[config.mk]
export PLATFORM = sky130hd
export DESIGN_NAME = xseg_ctrl_flat
export DESIGN_NICKNAME = d
export VERILOG_FILES = /design/src/rtl/xseg_ctrl_if.sv /design/src/rtl/xseg_ctrl.sv /design/src/flat_wrapper.sv
export SDC_FILE = /design/constraint.sdc
export NUM_CORES = 1
export LEC_CHECK = 0
export CORE_ASPECT_RATIO = 0.6
export CORE_MARGIN = 1.5
export CORE_UTILIZATION = 30
export CTS_CLUSTER_SIZE = 8
export DETAILED_ROUTE_END_ITERATION = 8
export PLACE_DENSITY_LB_ADDON = 0.1
export SLEW_MARGIN = 20
export SYNTH_ARGS = -nofsm -noshare
export SYNTH_HDL_FRONTEND = slang
export SYNTH_SLANG_ARGS = --single-unit
[constraint.sdc]
create_clock -name clk -period 5.7 [get_ports clk]
set_input_delay 0.855 -clock clk [delete_from_list [all_inputs] [get_ports clk]]
set_output_delay 0.855 -clock clk [all_outputs]
set_load 0.005 [all_outputs]
[src/rtl/xseg_ctrl_if.sv]
// Bus port for the xseg_ctrl peripheral: select, write enable, address and data.
interface xseg_ctrl_if #(parameter int DATA_W = 32);
  logic              sel;
  logic              we;
  logic [1:0]        addr;
  logic [DATA_W-1:0] data_in;
  logic [DATA_W-1:0] data_out;

  modport master (output sel, we, addr, data_in, input data_out);
  modport slave  (input sel, we, addr, data_in, output data_out);
endinterface

[src/rtl/xseg_ctrl.sv]
// Multiplexed 7-segment display scanner with debounced push-button and sticky press flag.
// Define XSEG_DP_EN to enable per-digit decimal points in CTRL[2*DIGITS-1:DIGITS].
module xseg_ctrl #(
  parameter int DATA_W       = 32,
  parameter int DIGITS       = 4,
  parameter int REFRESH_DIV  = 50000,
  parameter int DEBOUNCE_CYC = 100000
) (
  input  logic              clk,
  input  logic              rst,
  xseg_ctrl_if.slave        bus,
  input  logic              btn,
  output logic [7:0]        disp,
  output logic [DIGITS-1:0] disp_sel
);

  localparam int PW = (REFRESH_DIV > 1) ? $clog2(REFRESH_DIV) : 1;
  localparam int IW = (DIGITS > 1) ? $clog2(DIGITS) : 1;
  localparam int CW = $clog2(DEBOUNCE_CYC);

  logic [4*DIGITS-1:0] value;
  logic [DIGITS-1:0]   blank;
  logic [PW-1:0]       presc;
  logic [IW-1:0]       idx;
  logic [1:0]          sync;
  logic                stable;
  logic                stable_d;
  logic                sticky;
  logic [CW-1:0]       cnt;
  logic                wr;
  logic                rd;
  logic                rd_btn;
  logic                dp_on;
  logic [3:0]          nib;
  logic [7:0]          disp_next;
  logic                unused_bits;

  assign wr          = bus.sel & bus.we;
  assign rd          = bus.sel & ~bus.we;
  assign rd_btn      = rd & (bus.addr == 2'd2);
  assign unused_bits = &{1'b0, bus.data_in};

  function automatic logic [6:0] seg7(input logic [3:0] n);
    case (n)
      4'h0: seg7 = 7'h40;  4'h1: seg7 = 7'h79;  4'h2: seg7 = 7'h24;  4'h3: seg7 = 7'h30;
      4'h4: seg7 = 7'h19;  4'h5: seg7 = 7'h12;  4'h6: seg7 = 7'h02;  4'h7: seg7 = 7'h78;
      4'h8: seg7 = 7'h00;  4'h9: seg7 = 7'h10;  4'hA: seg7 = 7'h08;  4'hB: seg7 = 7'h03;
      4'hC: seg7 = 7'h46;  4'hD: seg7 = 7'h21;  4'hE: seg7 = 7'h06;  default: seg7 = 7'h0E;
    endcase
  endfunction

`ifdef XSEG_DP_EN
  logic [DIGITS-1:0] dp;
  assign dp_on = dp[idx];
`else
  assign dp_on = 1'b0;
`endif

  always_ff @(posedge clk or posedge rst) begin
    if (rst) begin
      value <= '0;
      blank <= '0;
`ifdef XSEG_DP_EN
      dp    <= '0;
`endif
    end else if (wr) begin
      if (bus.addr == 2'd0) value <= bus.data_in[4*DIGITS-1:0];
      if (bus.addr == 2'd1) begin
        blank <= bus.data_in[DIGITS-1:0];
`ifdef XSEG_DP_EN
        dp    <= bus.data_in[2*DIGITS-1:DIGITS];
`endif
      end
    end
  end

  always_comb begin
    bus.data_out = '0;
    if (rd) begin
      case (bus.addr)
        2'd0: bus.data_out[4*DIGITS-1:0] = value;
        2'd1: begin
          bus.data_out[DIGITS-1:0] = blank;
`ifdef XSEG_DP_EN
          bus.data_out[2*DIGITS-1:DIGITS] = dp;
`endif
        end
        2'd2: bus.data_out[1:0] = {sticky, stable};
        default: ;
      endcase
    end
  end

  // Segment pattern is built from the current index so disp and disp_sel update on the same edge.
  always_comb begin
    nib       = value[4*int'(idx) +: 4];
    disp_next = blank[idx] ? 8'hFF : {~dp_on, seg7(nib)};
  end

  always_ff @(posedge clk or posedge rst) begin
    if (rst) begin
      presc    <= '0;
      idx      <= '0;
      disp     <= 8'hC0;
      disp_sel <= ~DIGITS'(1);
    end else begin
      if (presc == PW'(REFRESH_DIV - 1)) begin
        presc <= '0;
        idx   <= (idx == IW'(DIGITS - 1)) ? '0 : idx + 1'b1;
      end else begin
        presc <= presc + 1'b1;
      end
      disp     <= disp_next;
      disp_sel <= ~(DIGITS'(1) << idx);
    end
  end

  // Sticky is set one cycle after the stable rise; a simultaneous read-clear loses to the set.
  always_ff @(posedge clk or posedge rst) begin
    if (rst) begin
      sync     <= '0;
      stable   <= 1'b0;
      stable_d <= 1'b0;
      sticky   <= 1'b0;
      cnt      <= '0;
    end else begin
      sync     <= {sync[0], btn};
      stable_d <= stable;
      if (sync[1] != stable) begin
        if (cnt == CW'(DEBOUNCE_CYC - 1)) begin
          stable <= sync[1];
          cnt    <= '0;
        end else begin
          cnt <= cnt + 1'b1;
        end
      end else begin
        cnt <= '0;
      end
      if (stable & ~stable_d) sticky <= 1'b1;
      else if (rd_btn)        sticky <= 1'b0;
    end
  end

endmodule

[src/flat_wrapper.sv]
// flat-port wrapper written by rule: the top's interface ports become plain ports
module xseg_ctrl_flat 
#(
  parameter int DATA_W       = 32,
  parameter int DIGITS       = 4,
  parameter int REFRESH_DIV  = 50000,
  parameter int DEBOUNCE_CYC = 100000
)
  (clk, rst, btn, disp, disp_sel, bus_sel, bus_we, bus_addr, bus_data_in, bus_data_out);
  xseg_ctrl_if #(.DATA_W(DATA_W)) bus_i ();
  input  logic clk;
  input  logic rst;
  input  logic btn;
  output logic [7:0] disp;
  output logic [DIGITS-1:0] disp_sel;
  input wire logic [$bits(bus_i.sel)-1:0] bus_sel;
  input wire logic [$bits(bus_i.we)-1:0] bus_we;
  input wire logic [$bits(bus_i.addr)-1:0] bus_addr;
  input wire logic [$bits(bus_i.data_in)-1:0] bus_data_in;
  output wire logic [$bits(bus_i.data_out)-1:0] bus_data_out;
  assign bus_i.sel = bus_sel;
  assign bus_i.we = bus_we;
  assign bus_i.addr = bus_addr;
  assign bus_i.data_in = bus_data_in;
  assign bus_data_out = bus_i.data_out;
  xseg_ctrl #(.DATA_W(DATA_W), .DIGITS(DIGITS), .REFRESH_DIV(REFRESH_DIV), .DEBOUNCE_CYC(DEBOUNCE_CYC)) u_core (.clk(clk), .rst(rst), .bus(bus_i), .btn(btn), .disp(disp), .disp_sel(disp_sel));
endmodule
After elaboration in Yosys (flattened, before gate mapping)
Memories as Yosys holds them, arrays and structs flattened. Cells that the tools add are included.

Bits in registers: 72. Bits in latches: 0. Bits in writable memories: 0. Memory bits (read-only): 112. Output and inout bits: 44. Memories: 1.

Memory list: (name not given) (depth 16, width 7, read ports 1, clocked after Yosys merged registers in 0, write ports 0, RTL line xseg_ctrl.sv:44) `case (n)`.

Add/subtract/negate cells: 3. Multipliers: 0. Divide/modulo/power cells: 0. Magnitude comparators: 1. Equal/unequal tests: 6. Shift-type cells: 2. Muxes and demuxes: 13. Bitwise operators: 7. Reduce and logical (&&, ||, !) cells: 5.

Operators by type and width (count): two-way mux 17 bit (2); two-way mux 16 bit (2); adder 17 x 1 -> 17 bit (second input constant) (1); equality test 17 bit (second input constant) (1); adder 16 x 1 -> 16 bit (second input constant) (1); equality test 16 bit (second input constant) (1); indexed part select 16 x 5 -> 4 bit (1); two-way mux 12 bit (1); two-way mux 7 bit (1); case mux 2 bit (3 select lines) (1); AND reduction 2 bit (3); bitwise AND 1 bit (4); equality test 2 bit (second input constant) (2); inverter 4 bit (1); case mux 2 bit (2 select lines) (1); << shifter 1 x 2 -> 4 bit (first input constant) (1); less-than comparator 2 x 3 -> 1 bit (second input constant) (1); two-way mux 1 bit (3); adder 2 x 1 -> 2 bit (second input constant) (1); binary-select mux 1 bit (select 2 bit) (1); equality test 2 x 1 -> 1 bit (second input constant) (1); zero test 2 bit (1); two-way mux 2 bit (1); inverter 1 bit (2); 2 further kinds (2).

Depth between registers and ports, before layout
Gate-level depths: netlist (run 1).

Word-level depth: 5. Gate-level depth with buffers: 7.

Least setup slack after synthesis (run 1)
Ideal clock, no wire load.

Path kind: input port to output port. Start: input port bus_addr[0]. End: output port bus_data_out[10]. Data arrival time: 1673 ps. Required time: 4845 ps. Setup slack: 3172 ps. Stages on the path: 4. Buffers on the path: 2. Cells stage by stage: clkbuf_1 -> nor3_1 -> clkbuf_1 -> and2_1.

Cells in the longest elaborated chain, start to end: 3.

RTL lines: start: declaration (RTL line flat_wrapper.sv:18) `input wire logic [$bits(bus_i.addr)-1:0] bus_addr;`; zero test 2 bit (RTL line xseg_ctrl.sv:80) `case (bus.addr)`; two-way mux 12 bit (RTL line xseg_ctrl.sv:80); two-way mux 16 bit (RTL line xseg_ctrl.sv:79) `if (rd) begin`; end: declaration (RTL line flat_wrapper.sv:20) `output wire logic [$bits(bus_i.data_out)-1:0] bus_data_out;`.

Every way passes these cells.

Worst setup path after layout (run 1)
Start: input port bus_addr[0]. End: output port bus_data_out[8].

Same word-level chain as after synthesis.

==> metrics.md, run 1 <==
| Metric | Value |
|---|---|
| Seq/Total Area, Yosys | 48.5% |
| Port-buffer cells | between 40 and 50 |
| Netlist Area Pre-Place | 3680 sq um |
| Count of final setup violators | 0 |
| Clock Pin Slew Worst Setup and Hold Paths | 0.05 ns |
| Utilization after layout | about two fifths |
| Post-synthesis cell count | roughly 330 |
| GR Overflow Total | 0 |
| Max Slew Vio Count | 0 |
| Reg2Reg Depth | 5 |
| RePlAce Congestion | slightly above 0.7 |
| Proportion of netlist area held by the largest area contributor | between 40% and 50% |
| R2r startpoint | u_core.idx[0] |
| CTS root buf | clkbuf_16 |
| Crit. End Element | output port |
| Critical path class | input port to output port |
| Die area | roughly 13000 sq um |
| Number of global-route vias before repair | 2314 |
| Required time of the critical path | around 4.9 ns |
| PD cells | ~310 nW/um^2 |
| Skew final | a little under 0.004 ns |
| Ys Warns | 0 |
| Crit-path max FO | 12 |
| Total CTS buffers | 9 |
| Crit path DAT | a little under 3 ns |
| Post_cts resized | 0 |
| Layout cells sized above 1 | approximately 15% |
| Post-Route WL | 7520 um |
| Initial DRC count | around 150 |
| RSZ-0062 raised after global routing | false |
| Final Hold Vio Count | 0 |
| Dominant cell type by area after synthesis | dfrtp_1 |
| Area Growth Syn to Fin | 25.4% |
| Initial Util | between 30% and 40% |
| Gr usage total | 12.6% |
| Max transition margin | 49.7% |
| Most common library cells after synthesis | dfrtp_1 (67), nor2_1 (34), mux2_2 (22), buf_4 (18) |
| Ant diodes | 0 |
| Slew @ Worst Pin | 0.749 ns |
| Nets@finish | roughly 440 |
| Library cells used by synthesis | a little under 50 |
| Initial antenna violation count | 0 |
| Seq cells post-synth | 71 |
| Die Span X | between 100 and 150 um |
| EDFF count, synth | 0 |
| Top post-synthesis cells by area | dfrtp_1 (46%), mux2_2 (6.7%), ha_1 (4.1%) |
| Via/cell ratio | roughly 4.4 |
| Height of the die | around 89 um |
| First-pass DRT Iterations | 4 |
| Hold Startpoint | u_core.sync[0] |
| Multi-input gate area | between 1500 and 2000 sq um |
| Number of hold buffers added after CTS | 0 |
| Wirelength per Cell | around 14 um |
| Worst-case clock buffer depth | 2 |
| Final ANT Viol Nets | 0 |
| R2r setup slk | 3.53 ns |
| Post-synth top flop | dfrtp_1 |
| Max_cap viols | 0 |
| First-pass GRT wire length | 12300 um |
| H-tree depth | 3 |
| FILL cells | approximately 1200 |
| Ys async rst share | 100% |
| CTS tree | done |
| Run status | finished, final reports clean |
| Max Freq | around 260 MHz |
| Hold Path End | u_core.sync[1] |
| Clk_lat worst skew | between 0.3 and 0.4 ns |
| Worst vdd ir | around 0.00014 V |
| Via count | 2448 |
| Postcts setup bufs | 0 |
| Count leader, synth | dfrtp_1 |
| Minimum clock period | between 3 and 4 ns |
| Lkg Pwr | about 1.9 nW |
| WHS | approximately 0.35 ns |
| CTS sink cnt | 71 |
| Min-delay worst type | register to register |
| I/O pin count | slightly above 80 |
| Mean post-synth cell area | approximately 11 sq um |
| Worst Hold Path Cells | 0 |
| Reg area | between 1500 and 2000 sq um |
| HPWL after DPL | 5230 um |
| Period utilization | approximately 67% |
| FF-to-FF End | u_core.disp[5] |
| Largest net degree at the start of global routing | 40 |
| Core region area | 12000 sq um |
| Setup TNS | 0 ns |
| DRC Markers | 0 |
| Critical Path Start Type | input port |
| # rows | 31 |
registers in the layout, summed over array words and instances, names as in the netlist:
| name | cells |
|---|---|
| u_core.blank | 4 |
| u_core.idx | 2 |
| u_core.disp | 7 |
| u_core.stable | 1 |
| u_core.stable_d | 1 |
| u_core.sticky | 1 |
| u_core.sync | 2 |
| u_core.cnt | 17 |
| u_core.presc | 16 |
| u_core.value | 16 |
| u_core.disp_sel | 4 |
logic make-up (layout without fill, tap and decap cells):
logic type / count (synthesis) / count (layout) / synth area share, %
flops: 71 / 71 / 48.5
mux: 33 / 33 / 11.1
xor+xnor: 26 / 26 / 6.19
compound gates: 28 / 28 / 4.70
simple gates: 120 / 120 / 18.6
fa+ha+maj: 12 / 12 / 4.08
buf+inv: 42 / 83 / 6.67
other cells: 2 / 17 / 0.204
critical path, stage by stage:
cell	delay (ns)
clkdlybuf4s50_1	0.70
nor3_2	0.67
and2_1	0.22
clkdlybuf4s50_1	0.51
layer usage:
metal / vias to the layer above / GRT usage [%] / routed length (um)
li1: 1222 / - / -
met1: 1174 / 18.5 / 4080
met2: 42 / 16.8 / 3050
met3: 10 / 4.28 / 299
met4: 0 / 4.45 / 93
met5: - / 0 / 0
report_power, final:
part / internal [mW] / leakage, nW / switching, mW
logic: 0.121 / 0.854 / 0.0982
clock network: 0.407 / 0.160 / 0.208
registers: 0.558 / 0.900 / 0.0289
cell type report:
cell class	count	share of cell area, %
clock buffers	13	5.65
clock inverters	3	1.41
inverters	15	1.22
multi-input cells	236	37.4
flip-flops and latches	71	38.7
well taps	165	4.48
repair buffers	52	11.1
per-stage QoR:
| stage | cell area, sq um | worst slack (ns) | power, mW | instances |
|---|---|---|---|---|
| after CTS | 4600 | 1.54 | 1.44 | 554 |
| final | 4610 | 1.89 | 1.42 | 555 |
| after detailed placement | 4270 | 1.54 | 0.815 | 538 |
| after global routing | 4610 | 1.76 | 1.49 | 555 |
| after floorplan | 3730 | 3.06 | 0.728 | 349 |
| after global placement | 4270 | 1.53 | 0.815 | 538 |
worst max-delay path by stage:
stage	cells after the start	from	endpoint	slack [ns]
floorplan	1	rst	u_core.blank[0]	3.06
global placement	4	bus_addr[0]	bus_data_out[11]	1.53
global route	4	bus_addr[0]	bus_data_out[11]	1.76
CTS	4	bus_addr[0]	bus_data_out[8]	1.54
finish	4	bus_addr[0]	bus_data_out[8]	1.89
detailed placement	4	bus_addr[0]	bus_data_out[8]	1.54
layout by cell type (no fill, tap or decap), drive strengths merged, types with 3 or more instances in the layout:
cell and instances:
mux2i 7, nor2 34, or3 4, dfstp 4, conb 17, nand3 12, mux4 4, clkbuf 13
xor2 15, buf 3, and2 13, ha 12, mux2 22, nand2b 4, inv 15, nand4 8
a21oi 8, o221ai 4, nor4 5, dfrtp 67, nand2 15, o21ai 10, and4 3, nor3 6
clkdlybuf4s50 49, xnor2 11
(Power assumes the default switching activity.)
==> run 2: changes to the inputs <==
==> constraint.sdc (replaced) <==
create_clock -name clk -period 3.35 [get_ports clk]
set_input_delay 0.5025 -clock clk [delete_from_list [all_inputs] [get_ports clk]]
set_output_delay 0.5025 -clock clk [all_outputs]
set_load 0.005 [all_outputs]
==> metrics.md, run 2 (synthesis gave the netlist of run 1 again) <==
| Metric | Value |
|---|---|
| Multi-input gate area | 1720 sq um (-0.29%) |
| Tot Pwr | 2.26 mW (+59%) |
| Lkg Pwr | 1.90 nW (-0.47%) |
| Max Freq | ~350 MHz |
| H-tree depth | 3 (unchanged) |
| Number of hold buffers added after CTS | 0 (unchanged) |
| Finished Cell Area | 4570 sq um (-0.73%) |
| First-pass DRT Iterations | 4 (unchanged) |
| Clk_lat worst skew | 0.33 ns (about the same) |
| Number of global-route vias before repair | 2350 (+1.6%) |
| Ant diodes | 0 (unchanged) |
| Leading registers by flop count | u_core.cnt: 17 flops, u_core.presc: 16 flops, u_core.value: 16 flops |
| Run status | finished, final reports clean |
| FILL cells | 1176 (+1.6%) |
| Initial DRC count | 98 (-36%) |
| Nets@finish | 437 (+0.23%) |
| Reg area | 1780 sq um (unchanged) |
| Max transition margin | 51.0% (+1.3 points) |
| # rows | 31 (unchanged) |
| Crit path DAT | 2.33 ns (-0.63 ns) |
| Postcts setup bufs | 0 (unchanged) |
| Fraction of power consumed by the clock network | 39.3% (-4.0 points) |
| Period utilization | 84.7% |
| Via count | 2472 (+0.98%) |
| Buf+Inv Stages, Crit Path | 3 (+1) |
| Commonest non-fill, non-tap cell in the layout | dfrtp_1 |
| Height of the die | 88.7 um (unchanged) |
| Min-delay worst type | register to register |
| Placed insts | 540 (+0.37%) |
| Total CTS buffers | 9 (unchanged) |
| Max Slew Vio Count | 0 (unchanged) |
| Most frequent cells in the layout | dfrtp_1 (67), clkdlybuf4s50_1 (49), nor2_1 (34) |
| Die area | 12900 sq um (unchanged) |
| Initial antenna violation count | 0 (unchanged) |
| Power share of the sequential group | 44.2% (+2.9 points) |
| Area Growth Syn to Fin | 24.4% |
| DRC Markers | 0 (unchanged) |
| Clock Pin Slew Worst Setup and Hold Paths | 0.05 ns (about the same) |
| Crit path max-delay cell type | clkdlybuf4s50_1 |
| Crit-path leading delay family | buffers and inverters |
| Via/cell ratio | 4.45 (+0.80%) |
| CTS root buf | clkbuf_16 |
| CTS sink cnt | 71 (unchanged) |
| Slew @ Worst Pin | 0.730 ns (-0.0196 ns) |
| Int Pwr | 1.69 mW (+56%) |
| RePlAce Congestion | 0.745 (+3.4%) |
| Comb pwr share | 16.5% (+1.1 points) |
| Max FFs per register | 17 (unchanged) |
| PD cells | 495 nW/um^2 (+60%) |
| Worst-case clock buffer depth | 2 (unchanged) |
| HPWL after DPL | 5400 um (+3.2%) |
| Switching power | 0.570 mW (+70%) |
| Core region area | 12000 sq um (unchanged) |
| Worst vdd ir | 0.000218 V (+54%) |
| Placed inst area | 4300 sq um (+0.64%) |
| Count of final setup violators | 0 (unchanged) |
| Critical path class | input port to output port |
| Most used cell along the critical path | clkdlybuf4s50_1 |
| Post_cts resized | 0 (unchanged) |
| WHS | 0.348 ns (-0.000788 ns) |
| Required time of the critical path | 2.85 ns (-2.00 ns) |
| Crit. End Element | output port |
| Wirelength per Cell | 13.6 um (+0.35%) |
| Final Hold Vio Count | 0 (unchanged) |
| Layout cells sized above 1 | 15.1% (+0.22 points) |
| R2r setup slk | 1.16 ns (-2.37 ns) |
| Minimum clock period | approximately 2.8 ns |
| GR Overflow Total | 0 (unchanged) |
| Sw frac | 25.2% (+1.6 points) |
| Max_cap viols | 0 (unchanged) |
| Setup TNS | 0 ns (unchanged) |
| Post-Route WL | 7560 um (+0.53%) |
| Die Span X | 146 um (unchanged) |
| Port-buffer cells | 49 (unchanged) |
| RSZ-0062 raised after global routing | false |
| Largest stage delay, worst path | 0.67 ns (-0.03 ns) |
| Crit-path cells | clkdlybuf4s50_1 -> nor3_1 -> buf_4 -> and2_1 -> clkdlybuf4s50_1 |
| Crit-path max FO | 12 (unchanged) |
| Largest register by flop count | u_core.cnt |
| I/O pin count | 83 (unchanged) |
| Gr usage total | 12.7% (+0.12 points) |
| Skew final | 0.00497 ns (+0.00104 ns) |
| First-pass GRT wire length | 12500 um (+1.5%) |
| Initial Util | 30.7% (unchanged) |
| Final std cells w/o fill | 556 (+0.18%) |
| Critical Path Start Type | input port |
| Final ANT Viol Nets | 0 (unchanged) |
| CTS tree | done |
| Largest net degree at the start of global routing | 40 (unchanged) |
run 2: worst paths after layout:
kind	start	to	cells past startpoint
hold reg to reg	u_core.sync[0]	u_core.sync[1]	0
setup reg to reg	u_core.idx[0]	u_core.disp[3]	6
min in group asynchronous	rst	u_core.disp_sel[0]	2
hold / removal	u_core.sync[0]	u_core.sync[1]	0
max in group asynchronous	rst	u_core.disp_sel[3]	3
setup / recovery	bus_addr[0]	bus_data_out[11]	5
run 2: layout make-up:
cell class | instances | area share [%]
flip-flops and latches | 71 | 38.9
multi-input cells | 236 | 37.6
repair buffers | 53 | 11.7
clock buffers | 12 | 5.61
well taps | 165 | 4.51
inverters | 15 | 1.23
clock inverters | 4 | 0.438
run 2: routing by layer:
| layer | vias to the layer above | wire length (um) | GRT usage, % | part of all wire [%] |
|---|---|---|---|---|
| met5 | - | 0 | 0 | 0 |
| met4 | 0 | 95 | 3.71 | 1.3 |
| met3 | 7 | 260 | 4.07 | 3.4 |
| met2 | 42 | 3060 | 16.8 | 40 |
| met1 | 1199 | 4150 | 19.2 | 55 |
| li1 | 1224 | - | - | - |
run 2: per-stage QoR:
| step | utilization [%] | setup WS, ns |
|---|---|---|
| 2_1_floorplan | - | 1.06 |
| 3_3_place_gp | 35.9 | 0.522 |
| 3_5_place_dp | 35.9 | 0.517 |
| 4_1_cts | 38.2 | 0.504 |
| 5_1_grt | 38.2 | 0.403 |
| 6_report | 38.2 | 0.513 |
run 2: power by group through the flow:
stage                     Clock, mW  Combinational [mW]  Sequential, mW
after CTS                     0.915               0.378            1.00
after floorplan                   0               0.237            1.00
after global routing          0.966               0.420            1.01
final                         0.890               0.373            1.00
after global placement            0               0.377            1.01
after detailed placement          0               0.376            1.02
